<file path="config.mk">
export PLATFORM = sky130hd
export DESIGN_NAME = scrambler_multimode
export DESIGN_NICKNAME = d
export VERILOG_FILES = /design/src/rtl/scrambler_multimode_pkg.sv /design/src/rtl/scrambler_multimode_core.sv /design/src/rtl/scrambler_multimode.sv
export SDC_FILE = /design/constraint.sdc
export NUM_CORES = 1
export LEC_CHECK = 0
export CAP_MARGIN = 20
export CORE_ASPECT_RATIO = 1.75
export CORE_MARGIN = 3
export CORE_UTILIZATION = 30
export CTS_CLUSTER_DIAMETER = 200
export DETAILED_ROUTE_END_ITERATION = 6
export GPL_ROUTABILITY_DRIVEN = 1
export GPL_TIMING_DRIVEN = 0
export PLACE_DENSITY = 0.6
export SYNTH_ARGS = -nofsm -noshare
export SYNTH_HDL_FRONTEND = slang
export SYNTH_SLANG_ARGS = --single-unit
export TNS_END_PERCENT = 50
</file>
<file path="constraint.sdc">
create_clock -name clk -period 13.5 [get_ports clk]
set_clock_uncertainty 0.15 [all_clocks]
set_input_delay 2.7 -clock clk [delete_from_list [all_inputs] [get_ports clk]]
set_output_delay 2.7 -clock clk [all_outputs]
set_load 0.03 [all_outputs]
</file>
<file path="src/rtl/scrambler_multimode_pkg.sv">
// Shared definitions for the multimode x^58+x^39+1 scrambler.
// Mode encoding, polynomial geometry and the power-on seed.
package scrambler_multimode_pkg;

    localparam int POLY_LEN = 58;
    localparam int TAP      = 38;

    localparam logic [POLY_LEN-1:0] DEFAULT_SEED = 58'h3FF_FFFF_FFFF_FFFF;

    typedef logic [POLY_LEN-1:0] state_t;

    typedef enum logic [1:0] {
        MODE_BYPASS     = 2'd0,
        MODE_SCRAMBLE   = 2'd1,
        MODE_DESCRAMBLE = 2'd2,
        MODE_PRBS       = 2'd3
    } mode_e;

endpackage

</file>
<file path="src/rtl/scrambler_multimode_core.sv">
// Combinational per-beat bit loop: bit 0 first, S[0] is the newest bit.
// Bypass leaves both data and state untouched.
module scrambler_core
    import scrambler_multimode_pkg::*;
#(
    parameter int WIDTH = 257
) (
    input  mode_e            mode_i,
    input  state_t           state_i,
    input  logic [WIDTH-1:0] data_i,
    output logic [WIDTH-1:0] result_o,
    output state_t           state_o
);

    state_t s;
    logic   t;
    logic   fb;

    always_comb begin
        s        = state_i;
        result_o = data_i;
        t        = 1'b0;
        fb       = 1'b0;
        if (mode_i != MODE_BYPASS) begin
            for (int i = 0; i < WIDTH; i++) begin
                t           = s[POLY_LEN-1] ^ s[TAP];
                result_o[i] = data_i[i] ^ t;
                case (mode_i)
                    MODE_SCRAMBLE:   fb = data_i[i] ^ t;
                    MODE_DESCRAMBLE: fb = data_i[i];
                    default:         fb = t;
                endcase
                s = {s[POLY_LEN-2:0], fb};
            end
        end
        state_o = s;
    end

endmodule

</file>
<file path="src/rtl/scrambler_multimode.sv">
// Multimode scrambler with a one-entry registered output stage.
// A coincident seed_load seeds the beat it arrives with.
module scrambler_multimode
    import scrambler_multimode_pkg::*;
#(
    parameter int                  WIDTH     = 257,
    parameter logic [POLY_LEN-1:0] SEED_INIT = DEFAULT_SEED
) (
    input  logic                clk,
    input  logic                rst,
    input  logic [1:0]          mode,
    input  logic                in_valid,
    output logic                in_ready,
    input  logic [WIDTH-1:0]    data_in,
    input  logic                seed_load,
    input  logic [POLY_LEN-1:0] seed,
    output logic                out_valid,
    input  logic                out_ready,
    output logic [WIDTH-1:0]    data_out,
    output logic                state_zero
);

    state_t           s_q, s_d;
    state_t           start_w, core_s_w;
    logic [WIDTH-1:0] data_q, data_d, core_res_w;
    logic             valid_q, valid_d;
    logic             zero_q, zero_d;
    logic             accept_w;

    assign in_ready = !valid_q || out_ready;
    assign accept_w = in_valid && in_ready;
    assign start_w  = seed_load ? seed : s_q;

    scrambler_core #(
        .WIDTH(WIDTH)
    ) u_core (
        .mode_i  (mode_e'(mode)),
        .state_i (start_w),
        .data_i  (data_in),
        .result_o(core_res_w),
        .state_o (core_s_w)
    );

    always_comb begin
        s_d     = s_q;
        data_d  = data_q;
        valid_d = valid_q;
        zero_d  = (s_q == '0);
        if (accept_w) begin
            s_d     = core_s_w;
            data_d  = core_res_w;
            valid_d = 1'b1;
        end else begin
            if (seed_load) s_d = seed;
            if (out_ready) valid_d = 1'b0;
        end
    end

    always_ff @(posedge clk) begin
        if (rst) begin
            s_q     <= SEED_INIT;
            data_q  <= '0;
            valid_q <= 1'b0;
            zero_q  <= 1'b0;
        end else begin
            s_q     <= s_d;
            data_q  <= data_d;
            valid_q <= valid_d;
            zero_q  <= zero_d;
        end
    end

    assign out_valid  = valid_q;
    assign data_out   = data_q;
    assign state_zero = zero_q;

endmodule

</file>
==> run summary <==
Crit-path max FO: 10
Clock Latency Late Sink: 0.63 ns
WL final: 227 mm
RSZ-0062 raised after global routing: no
Area Overhead vs Synth: 29.3%
Final Hold Viols: 0
Via count: 38,700
Setup slack after layout: 1.85 ns
CTS tree: yes
Largest net degree at the start of global routing: 15
Vias in the first global route: 36,800
Fraction of layout cells with a size suffix above 1: 0.0752
Main flop type after synthesis: dfxtp_1
Slew headroom: 0.0685
CTS resizes: 0
CTS buffer count: 35
Worst Path Required: 13.84 ns
Sw frac: 0.541
Final ANT Viol Nets: 0
Final Non-Filler Cells: 6,273
Worst hold margin: 0.347 ns
Initial core utilization: 0.302
CTS Buffer Depth: 3
Residual DRC: 0
Synth cell count leaders: o21ai_0, nor2_1, dfxtp_1, nand2_1, clkbuf_1
CP Launch Type: input port
Avg WL per Cell: 36.2 µm
Die span in x: 250 µm
Crit path DAT: 11.99 ns
FF+latch count, synth: 317
Setup TNS: 0 ns
Final Setup Violations: 0
Final Util: 0.391
Logic pwr share: 0.675
Peak supply drop: 98.3 µV
Placer congestion estimate: 1.09
Reg clk slew, reported paths: 0.06 ns
YS warnings: 0
Worst-margin pin slew: 1.36 ns
Post-synth top area share: 0.203
First-pass GRT wire length: 301 mm
Top cells by area, synth: dfxtp_1, o21ai_0, xnor2_1, mux2i_1, nor2_1
Clock power share: 0.151
Slew Viols, Final: 0
Crit. End Element: flop
Count leader, synth: o21ai_0
Router iterations before antenna repair: 6
Net Switching: 3.78 mW
CTS hold repair buffers: 0
Design Area, Final: 40,400 µm²
Setup Fix Bufs, Post-CTS: 0
CTS H-Tree Depth: 2
Post-DR vias/cell: 6.16
DP Worst Slack: 1.50 ns
Synth area leader: dfxtp_1
HP Class: flop to flop
Num rows: 156
Tmin final: 11.65 ns
Clock tree root buffer cell: clkbuf_16
Seq/Total Area, Yosys: 0.203
I/O Pins: 582
Core Region: 103,000 µm²
Net count reported at finish: 5,205
Kind of critical path: input port to flop
Clock sinks: 317
Number of max-cap violations: 0
Placed Area: 39,100 µm²
Syn Inst Count: 4,225
Half-perimeter wire length after placement: 189 mm
DP Cell Count: 6,174
Fmax: 85.8 MHz
GRT Total Usage: 0.401
Die H: 433 µm
Status: finished clean
Ys async rst share: 0
Period utilization: 0.863
P per Cell Area: 173 nW/µm²
Grt ovf: 0
Pint: 3.20 mW
Initial antenna violation count: 21
Seq pwr share: 0.175
Die area: 108,000 µm²
Net count after synthesis: 4,550
Iteration-0 DRC Markers: 3,972
Total power draw: 6.99 mW
Syn Area/Cell: 7.39 µm²
PortBufs: 578
Synth unique cells: 115
Post-synth EDFFs: 0
Mapped Area: 31,200 µm²
Pleak: 14.7 nW
==> cell usage in the layout (no fill, tap or decap), types with 24 or more instances in the layout <==
cell type	netlist	routed
a22oi_1	38	38
clkdlybuf4s50_1	0	578
a31oi_1	25	25
a311oi_1	170	167
o211ai_1	33	33
clkbuf_16	0	36
inv_1	32	32
a31o_2	25	25
nand2_1	317	317
a21oi_1	214	214
o22ai_1	43	43
nand3_1	119	119
nand2b_1	107	107
dfxtp_1	317	317
xor2_1	76	76
diode_2	0	24
nor3_1	79	79
nor4_1	29	29
a21o_1	35	35
mux2i_1	172	171
clkbuf_1	249	253
a211oi_1	78	78
xnor2_1	232	232
a21boi_0	25	25
or3_1	204	204
mux2_2	75	75
nor2_1	403	403
o21a_1	33	33
buf_4	13	31
o21ai_0	410	410
buf_2	28	29
and3_1	161	161
and2_1	43	43
==> final cells by class <==
cell class,instances,area (µm²)
sequential,317,6350
clock inverter,14,155
buffer,329,1440
timing repair buffer,618,6230
inverter,34,128
clock buffer,49,1010
fill,11000,62900
multi-input combinational,3545,23300
antenna,24,60.1
tap,1343,1680
==> path summary, 6_finish.rpt <==
kind	from	end	slack [ns]	depth (start not counted)
worst max-delay path	mode[1]	s_q[12]	1.85	20
worst min-delay path	data_out[40]	data_out[40]	0.35	2
worst max register to register	s_q[27]	s_q[12]	5.78	16
worst min register to register	data_out[40]	data_out[40]	0.35	2
==> power by group through the flow <==
stage / clock, mW / combinational (mW) / sequential (mW)
finish: 1.05 / 4.71 / 1.22
global route: 1.08 / 4.83 / 1.23
CTS: 1.06 / 4.52 / 1.21
detailed placement: 0 / 4.50 / 1.23
global placement: 0 / 4.46 / 1.23
floorplan: 0 / 2.38 / 1.40
==> worst max-delay path: stages <==
cell             delay, ns
clkdlybuf4s50_1       0.47
inv_1                 0.10
ha_1                  0.22
buf_4                 0.20
clkbuf_1              0.57
clkbuf_1              0.70
clkbuf_1              0.44
clkbuf_1              0.51
clkbuf_1              0.58
clkbuf_1              0.51
clkbuf_1              0.49
buf_2                 0.43
buf_6                 0.24
clkbuf_1              0.70
buf_1                 0.83
buf_2                 0.60
a31oi_2               0.56
xnor2_1               0.49
o21ai_1               0.12
o32a_1                0.43
==> flip-flops by register name, indices dropped and copies added (netlist names) <==
name	cells
state_zero	1
out_valid	1
data_out	257
s_q	58
==> cells by family (layout without fill, tap and decap cells) <==
family | count (synthesis) | count (layout) | share of synthesized area
xor gates and xnor gates | 324 | 324 | 0.0953
DFF | 317 | 317 | 0.203
muxes | 257 | 257 | 0.0871
buffers and inverters | 363 | 1044 | 0.0500
other | 0 | 24 | 0
and+or+nand+nor | 1613 | 1613 | 0.265
adders and majority gates | 3 | 3 | 0.00120
AOI/OAI and AO/OA | 1348 | 1348 | 0.298
==> routing by layer <==
| metal | track usage | vias up | share of wire |
|---|---|---|---|
| met4 | 0.438 | 8 | 0.13 |
| li1 | - | 17000 | - |
| met1 | 0.423 | 18700 | 0.35 |
| met2 | 0.646 | 2216 | 0.45 |
| met3 | 0.0673 | 671 | 0.067 |
| met5 | 0 | - | 0.00024 |
No activity file was read; power rests on OpenSTA's default activity.
